## config.mk

```make
export PLATFORM = sky130hd
export DESIGN_NAME = serial_subbit
export DESIGN_NICKNAME = d
export VERILOG_FILES = /design/src/rtl/serial_subbit.sv
export SDC_FILE = /design/constraint.sdc
export NUM_CORES = 1
export LEC_CHECK = 0
export CAP_MARGIN = 40
export CORE_AREA = 2 2 66 68
export DETAILED_ROUTE_END_ITERATION = 8
export DIE_AREA = 0 0 68 70
export GPL_TIMING_DRIVEN = 0
export HOLD_SLACK_MARGIN = 0.03
export PLACE_DENSITY = 0.64
export SLEW_MARGIN = 20
export SYNTH_ARGS = -nofsm -noshare
export SYNTH_HDL_FRONTEND = slang
export SYNTH_SLANG_ARGS = --single-unit
```

## constraint.sdc

```tcl
create_clock -name clk -period 1.31 [get_ports clk]
set_input_delay 0.131 -clock clk [delete_from_list [all_inputs] [get_ports clk]]
set_output_delay 0.131 -clock clk [all_outputs]
set_load 0.01 [all_outputs]
```

## src/rtl/serial_subbit.sv

```systemverilog
// serial_subbit: bit-serial subtractor, diff = a - b - bi, LSB first.
// One full-subtractor cell plus a borrow flip-flop processes one bit per
// cycle. A start/busy/done handshake frames each WIDTH-cycle operation.
// diff and bo are result registers that only change when an operation
// completes (or on reset), so they stay valid while the next one runs.

module serial_subbit #(
    parameter int WIDTH = 8
) (
    input  logic             clk,
    input  logic             rst_n,
    input  logic             start,
    input  logic [WIDTH-1:0] a,
    input  logic [WIDTH-1:0] b,
    input  logic             bi,
    output logic             busy,
    output logic             done,
    output logic [WIDTH-1:0] diff,
    output logic             bo
);

    // Counter only has to reach WIDTH-1.
    localparam int CW = (WIDTH > 1) ? $clog2(WIDTH) : 1;
    localparam logic [CW-1:0] CNT_ZERO = {CW{1'b0}};
    localparam logic [CW-1:0] CNT_ONE  = CW'(1);
    localparam logic [CW-1:0] CNT_LAST = CW'(WIDTH - 1);

    typedef enum logic [1:0] {
        IDLE = 2'd0,
        RUN  = 2'd1,
        DONE = 2'd2
    } state_t;

    state_t           state_r, state_s;
    logic [WIDTH-1:0] a_r, a_s;
    logic [WIDTH-1:0] b_r, b_s;
    logic [WIDTH-2:0] part_r, part_s;
    logic [WIDTH-1:0] diff_r, diff_s;
    logic             br_r, br_s;
    logic             bo_r, bo_s;
    logic [CW-1:0]    cnt_r, cnt_s;
    logic [1:0]       cell_s;
    logic [WIDTH-1:0] shifted_s;

    // Full-subtractor cell: returns {borrow_out, difference_bit}.
    function automatic logic [1:0] full_sub(input logic x, input logic y, input logic bin);
        logic d;
        logic bout;
        d    = x ^ y ^ bin;
        bout = (~x & y) | (~(x ^ y) & bin);
        full_sub = {bout, d};
    endfunction

    // Cell evaluation on the current LSBs and the partial result with the new bit shifted in.
    always_comb begin
        cell_s    = full_sub(a_r[0], b_r[0], br_r);
        shifted_s = {cell_s[0], part_r};
    end

    // Next-state and datapath update decode.
    always_comb begin
        state_s = state_r;
        a_s     = a_r;
        b_s     = b_r;
        part_s  = part_r;
        diff_s  = diff_r;
        br_s    = br_r;
        bo_s    = bo_r;
        cnt_s   = cnt_r;
        case (state_r)
            IDLE: begin
                if (start) begin
                    a_s     = a;
                    b_s     = b;
                    br_s    = bi;
                    part_s  = {(WIDTH-1){1'b0}};
                    cnt_s   = CNT_ZERO;
                    state_s = RUN;
                end else begin
                    state_s = IDLE;
                end
            end
            RUN: begin
                a_s    = {1'b0, a_r[WIDTH-1:1]};
                b_s    = {1'b0, b_r[WIDTH-1:1]};
                br_s   = cell_s[1];
                part_s = shifted_s[WIDTH-1:1];
                if (cnt_r == CNT_LAST) begin
                    // Last bit: the shifted register now holds the full result.
                    diff_s  = shifted_s;
                    bo_s    = cell_s[1];
                    cnt_s   = CNT_ZERO;
                    state_s = DONE;
                end else begin
                    cnt_s   = cnt_r + CNT_ONE;
                    state_s = RUN;
                end
            end
            DONE: begin
                state_s = IDLE;
            end
            default: begin
                state_s = IDLE;
            end
        endcase
    end

    // State and datapath registers with synchronous active-low reset.
    always_ff @(posedge clk) begin
        if (!rst_n) begin
            state_r <= IDLE;
            a_r     <= {WIDTH{1'b0}};
            b_r     <= {WIDTH{1'b0}};
            part_r  <= {(WIDTH-1){1'b0}};
            diff_r  <= {WIDTH{1'b0}};
            br_r    <= 1'b0;
            bo_r    <= 1'b0;
            cnt_r   <= CNT_ZERO;
        end else begin
            state_r <= state_s;
            a_r     <= a_s;
            b_r     <= b_s;
            part_r  <= part_s;
            diff_r  <= diff_s;
            br_r    <= br_s;
            bo_r    <= bo_s;
            cnt_r   <= cnt_s;
        end
    end

    assign busy = (state_r != IDLE);
    assign done = (state_r == DONE);
    assign diff = diff_r;
    assign bo   = bo_r;

endmodule

```

Word level (Yosys, flattened, before mapping)
Index checks and enable logic that the tools add are counted.

operators by class
  add/subtract/negate cells = 1
  mux-type cells = 14
  bitwise operators = 7
  equal/unequal tests = 4
  reductions and logical operators = 5

operator list
  operator                                                          number
  8-bit case mux with 2 select lines                                2
  8-bit two-way mux                                                 2
  7-bit case mux with 2 select lines                                1
  7-bit two-way mux                                                 1
  3-bit two-way mux                                                 2
  3-bit case mux with 2 select lines                                1
  2-bit case mux with 2 select lines                                1
  2-bit AND reduction                                               2
  2-bit nonzero test                                                2
  3-bit by 1-bit adder with 3-bit output (second input constant)    1
  3-bit == test (second input constant)                             1
  1-bit bitwise AND                                                 2
  2-bit by 1-bit == test with 1-bit output (second input constant)  1
  2-bit == test (second input constant)                             1
  2-bit zero test                                                   1
  1-bit two-way mux                                                 2
  2-bit two-way mux                                                 1
  2-bit inequality test (second input constant)                     1
  1-bit NOT                                                         2
  1-bit case mux with 2 select lines                                1
  1-bit bitwise XOR                                                 2
  1-bit bitwise OR                                                  1

word-level totals
  logic and storage cells = 39
  bits of input ports = 20
  flip-flop bits (word level) = 38

Logic depth before layout (Yosys ltp)
Gate-level depths: netlist of the first run.

  depth after elaboration = 5
  depth in mapped cells = 6

Worst setup path after synthesis of the first run
Ideal clock, no wire load.

  path kind = register to register
  start = register cnt_r[0]
  end = register bo_r, in the netlist bo
  stages on the path, launching flop included = 7
  clock period less this slack = 1.373 ns
  data required time = 1.222 ns
  arrival = 1.285 ns
  setup slack = -0.063 ns
  setup time = 0.088 ns
  cell sequence = dfxtp_1 > ha_1 > ha_1 > nand3b_1 > buf_2 > nand3_1 > o31ai_1

between the ends
  word-level cells in the longest chain between the ends = 2

ends and longest elaborated chain
  element                        line  RTL
  start: declaration             41    logic [CW-1:0] cnt_r, cnt_s;
  start signal: assignment       127   cnt_r <= cnt_s;
  3-bit == test                  88    if (cnt_r == CNT_LAST) begin
  2-bit AND reduction (no line)  --
  end signal: assignment         126   bo_r <= bo_s;
  end: declaration               40    logic bo_r, bo_s;

Every way passes these cells.
A chain may end at the register's enable or synchronous reset.

Worst setup path in the final report of the first run
  start = register cnt_r[0]
  end = register diff_r[1], in the netlist diff[1]

between the ends
  word-level cells in the longest chain between the ends = 2

ends and longest elaborated chain
  element                        line  RTL
  3-bit == test                  88
  2-bit AND reduction (no line)  --
  end signal: assignment         115   diff_r <= {WIDTH{1'b0}};
  end signal: assignment         124   diff_r <= diff_s;
  end: declaration               38    logic [WIDTH-1:0] diff_r, diff_s;

Every way passes these cells.

==> reports/metrics.cfg, run 1 <==
[run_status]
status=complete, but fails checks
violations=setup timing

[cells_and_area]
final_area_um2=2210
finalNonFillerCells=261
fin_nets=232
layout_commonest_cell=dfxtp_1
insertedDiodeCount=0
final_cell_mix=34 x dfxtp_1, 23 x o21ai_1, 18 x nand2_1
syn_to_final_growth_pct=43.6
drive_gt1_frac=0.220
final_util=0.534

[setup_path]
path_cells=ha_4, ha_4, nand3b_1, buf_6, nand3_1, o21ai_1
arrival_ns=1.51
cpPeakStageDelay_ns=0.36
setup.worst_path.start_class=register
cp_max_fo=5
startpoint=cnt_r[0]$_SDFFE_PN0P_
cpMaxStageDelayCell=dfxtp_2
worstSetupEndpointType=register
rr_startpoint=cnt_r[0]$_SDFFE_PN0P_
critical_path_class=register to register
cp_common_cell=ha_4
cp.required_ns=1.49

[yosys]
synth.distinct_cells=26
synth.area.mux_share=0.0974
syn-num-nets=187
synth_ff_type=dfxtp_1
ys_async_sr_fraction=0
synth-seq-cells=38
synth_top_family_by_area=compound AO/OA/AOI/OAI gates
synth_compound_area_frac=0.203
synth-simple-area-share=0.116
synth_edf_count=0
yosysSeqAreaShare=0.494
synth_cells=164
yosysWarnings=0
syn_avg_cell_area_um2=9.40
synth_adder_area_share=0.0292
synth-xor-area-share=0
syn_area_um2=1540

[timing]
slew_headroom=0.566
final.setup.tns_ns=-0.0428
finalCritPeriodShare=1.01
tightest_slew_ns=0.651
hold_violations=0
maxSlewViolCount=0
fin_skew_ns=0.00227
layout_min_cycle_time_ns=1.33
holdWs_ns=0.180
setup_ws_ns=-0.0181
rsz0062_at_grt=yes
setup_violations=4
fmax_mhz=753

[clock_tree]
clk_path_buf_depth=2
clk_pin_slew_ns=0.07
tritoncts=done
clk_latency_ns=0.29
cts_sinks=38
h-tree-depth=2
root_buffer=clkbuf_8
hold_buffers=0
cts_made_buffers=5

[floorplan]
die_w_um=68
ioPinCount=31
initial_utilization=0.372
die_y_um=70
dieArea_um2=4760
core_area_um2=4140
row_count=24

[job]
max_cap_viol_count=0

[pwr]
powerDensity_nw_per_um2=1020
ir_drop_mv=0.419
finalPower_mw=2.26
power_leakage_nw=0.960

[detailed_routing]
wl_per_cell_um=14.4
drtIter0Drc=87
num_vias=1375
drt-pass1-iter-count=4
viasPerCell=5.27
drc=0
wirelength_mm=3.75
postRouteAntennaNets=0

[placement]
place_inst=245
port_buffers=29
place_ws_ns=-0.495
hpwlAfterDp_mm=2.45
globalplace.congestion=0.809
postPlaceCellArea_um2=1920

[global_route]
grt_overflow=0
antenna_found_initial=0
grt_usage=0.164
grt_max_degree=11
grt_pass1_vias=1272
grt_pass1_wl_mm=6.02

[hold_path]
holdCritStartpoint=rst_n
min_path_type=primary input to register

==> kinds of logic (layout without fill, tap and decap cells) <==
| family | count (synthesis) | after routing |
|---|---|---|
| DFF | 38 | 38 |
| buffers and inverters | 19 | 64 |
| AOI/OAI and AO/OA | 51 | 51 |
| and+or+nand+nor | 38 | 38 |
| muxes | 15 | 15 |
| adders and majority gates | 3 | 3 |
==> what timing repair did <==
action                                  in CTS  in global routing
endpoints found under the setup margin      30                 30
gates cloned                                 0                  1
setup buffers                                5                  4
pin swaps                                    0                  6
gates resized for setup                     21                 31
==> power breakdown <==
group | internal (mW) | leakage (nW) | total [mW] | switching [mW]
combinational | 0.149 | 0.610 | 0.286 | 0.137
clock | 0.366 | 0.0383 | 0.742 | 0.376
sequential | 1.20 | 0.312 | 1.23 | 0.0316
==> flip-flops by register name, summed over array words and instances (netlist names) <==
name,count
cnt_r,3
br_r,1
state_r,2
part_r,7
a_r,8
diff,8
bo,1
b_r,8
==> area by class of cell <==
cell class	count	area, µm²
buffer	13	123
inverter	5	18.8
sequential	38	768
timing repair buffer	39	385
fill	378	1930
clock buffer	7	76.3
tap	52	65.1
multi-input combinational	107	777
==> Yosys cell counts (2+ instances only) <==
| cell | n | area [µm²] |
|---|---|---|
| buf_4 | 3 | 22.5 |
| ha_1 | 2 | 25.0 |
| mux2i_1 | 15 | 150 |
| inv_1 | 5 | 18.8 |
| o211ai_1 | 14 | 105 |
| buf_2 | 3 | 15.0 |
| nor2_1 | 4 | 15.0 |
| nand3_1 | 9 | 45.0 |
| o22ai_1 | 11 | 68.8 |
| nand2_1 | 18 | 67.6 |
| o21ai_1 | 23 | 115 |
| clkbuf_1 | 6 | 22.5 |
| dfxtp_1 | 38 | 761 |
==> final timing paths <==
kind                      endpoint  slack [ns]  cells after the start
max           diff[1]$_SDFFE_PN0P_       -0.02                      6
min          state_r[1]$_SDFF_PN0_        0.18                      3
max reg2reg   diff[1]$_SDFFE_PN0P_       -0.02                      6
min reg2reg   diff[0]$_SDFFE_PN0P_        0.46                      2
==> critical path: cells and delay by family, from the launching register on <==
kind	cells	cell delay [ns]
compound gates	1	0.08
fa+ha+maj	2	0.26
buf+inv	1	0.22
flops	1	0.36
simple gates	2	0.29
==> metal layers <==
metal	wire (µm)	vias to the layer above	share of wire	GRT usage
met4	30	0	0.0080	0.0533
met5	0	-	0	0
met1	1710	661	0.45	0.215
met3	162	5	0.043	0.0499
li1	-	685	-	-
met2	1850	24	0.49	0.254
Power figures use the tool's default switching activity.
==> inputs of run 2 (changes only) <==
--- a/config.mk
+++ b/config.mk
@@ -5,13 +5,14 @@
 export SDC_FILE = /design/constraint.sdc
 export NUM_CORES = 1
 export LEC_CHECK = 0
-export CAP_MARGIN = 40
+export CAP_MARGIN = 10
 export CORE_AREA = 2 2 66 68
 export DETAILED_ROUTE_END_ITERATION = 8
 export DIE_AREA = 0 0 68 70
 export GPL_TIMING_DRIVEN = 0
 export HOLD_SLACK_MARGIN = 0.03
 export PLACE_DENSITY = 0.64
+export SETUP_SLACK_MARGIN = 0.2
 export SLEW_MARGIN = 20
 export SYNTH_ARGS = -nofsm -noshare
 export SYNTH_HDL_FRONTEND = slang
==> reports/metrics.cfg, run 2 (synthesized netlist as in run 1, its figures left out) <==
[setup_path]
reg2reg_slack_ns=-0.03
path_buf_inv=0
r2r.worst_path.cells=4
setup.worst_path.start_class=register
path_depth=4
cp_max_fo=3
cpPeakStageDelay_ns=0.52
cpMaxStageDelayCell=or4_4
rr_startpoint=cnt_r[1]$_SDFFE_PN0P_
critical_path_class=register to register
cp.required_ns=1.53
cp_common_cell=ha_4
startpoint=cnt_r[1]$_SDFFE_PN0P_
arrival_ns=1.56
crit_family=simple AND/OR/NAND/NOR gates
worstSetupEndpointType=register
endpoint=cnt_r[0]$_SDFFE_PN0P_
r2r_end=cnt_r[0]$_SDFFE_PN0P_
path_cells=ha_4, ha_4, or4_4, o21ai_1

[floorplan]
core_area_um2=4140
ioPinCount=31
die_w_um=68
dieArea_um2=4760
row_count=24
die_y_um=70
initial_utilization=0.372

[placement]
place_ws_ns=-0.319
globalplace.congestion=0.763
place_inst=245
hpwlAfterDp_mm=2.69
port_buffers=29

[timing]
fin_skew_ns=0.00574
fmax_mhz=748
slew_headroom=0.597
final.setup.tns_ns=-0.0278
layout_min_cycle_time_ns=1.34
setup_ws_ns=-0.0278
rsz0062_at_grt=yes
holdWs_ns=0.205
tightest_slew_ns=0.605
setup_violations=1
hold_violations=0
maxSlewViolCount=0
finalCritPeriodShare=1.02

[clock_tree]
clk_path_buf_depth=2
root_buffer=clkbuf_8
cts_sinks=38
clk_pin_slew_ns=0.07
cts_made_buffers=5
h-tree-depth=2
tritoncts=done
clk_latency_ns=0.30
hold_buffers=0

[cells_and_area]
final_cell_mix=31 x dfxtp_1, 17 x buf_6, 17 x nand2_1, 17 x clkdlybuf4s50_1
drive_gt1_frac=0.398
layout_commonest_cell=dfxtp_1
insertedDiodeCount=0
syn_to_final_growth_pct=61.5
fill_cells=344
finalNonFillerCells=278
fin_nets=248
seq_area_um2=774
multi_input_area_um2=890

[run_status]
violations=setup timing
status=complete, but fails checks

[pwr]
power_leakage_nw=0.968
powerDensity_nw_per_um2=1000
ir_drop_mv=0.567
finalPower_mw=2.50

[global_route]
grt_usage=0.197
grt_pass1_vias=1461
grt_overflow=0
antenna_found_initial=0
grt_pass1_wl_mm=6.91
grt_max_degree=13

[detailed_routing]
drtIter0Drc=72
drc=0
postRouteAntennaNets=0
num_vias=1465
drt-pass1-iter-count=4
viasPerCell=5.27
wirelength_mm=4.59
wl_per_cell_um=16.5

[job]
max_cap_viol_count=0

[hold_path]
min_path_type=primary input to register

-- run 2: cell types whose count changed in the layout (fill, tap and decap cells not counted), sizes merged --
cell	previous run	this run
dlymetal6s2s	10	0
dlygate4sd2	0	10
clkbuf	14	11
buf	18	36
clkinvlp	0	1
clkinv	0	1
-- run 2: power by group --
part / internal [mW] / total [mW] / switching (mW) / leakage [nW]
Combinational: 0.227 / 0.424 / 0.197 / 0.608
Sequential: 1.20 / 1.23 / 0.0301 / 0.313
Clock: 0.423 / 0.844 / 0.422 / 0.0472
Total: 1.85 / 2.50 / 0.649 / 0.968
-- run 2: worst reg2reg max path, stage by stage (launching register included) --
cell and delay, ns:
dfxtp_2 0.34, ha_4 0.16, ha_4 0.16, or4_4 0.53, o21ai_1 0.09
-- run 2: through the flow --
stage,utilization,cell area [µm²]
2_1_floorplan,-,1590
3_3_place_gp,0.469,1940
3_5_place_dp,0.469,1940
4_1_cts,0.549,2270
5_1_grt,0.601,2490
6_report,0.601,2490
-- run 2: per-layer routing --
layer,track usage,share of wire,vias up
met4,0.0956,0.037,0
li1,-,-,713
met3,0.0580,0.051,16
met2,0.318,0.50,49
met5,0,0,-
met1,0.232,0.41,687
-- run 2: timing repair --
action,4_1_cts,5_1_grt
pin swaps,22,12
setup buffers,13,9
resized for setup,60,37
endpoints found under the setup margin,45,39
gates cloned,2,1
-- run 2: cell type report --
type,instances,share of cell area
tap,52,0.0261
timing repair buffer,54,0.203
inverter,5,0.00754
clock inverter,2,0.00503
clock buffer,6,0.0332
multi-input combinational,107,0.357
buffer,14,0.0573
sequential,38,0.311
-- run 2: worst min path at each step --
stage / slack [ns] / end / cells after the start / startpoint
final: 0.20 / diff[1]$_SDFFE_PN0P_ / 3 / rst_n
after global routing: 0.21 / diff[1]$_SDFFE_PN0P_ / 3 / rst_n
after CTS: 0.18 / diff[1]$_SDFFE_PN0P_ / 3 / rst_n
after detailed placement: 0.46 / diff[5]$_SDFFE_PN0P_ / 2 / diff[5]$_SDFFE_PN0P_
after global placement: 0.45 / diff[4]$_SDFFE_PN0P_ / 2 / diff[4]$_SDFFE_PN0P_
after floorplan: 0.28 / a_r[7]$_SDFFE_PN0P_ / 2 / a[7]
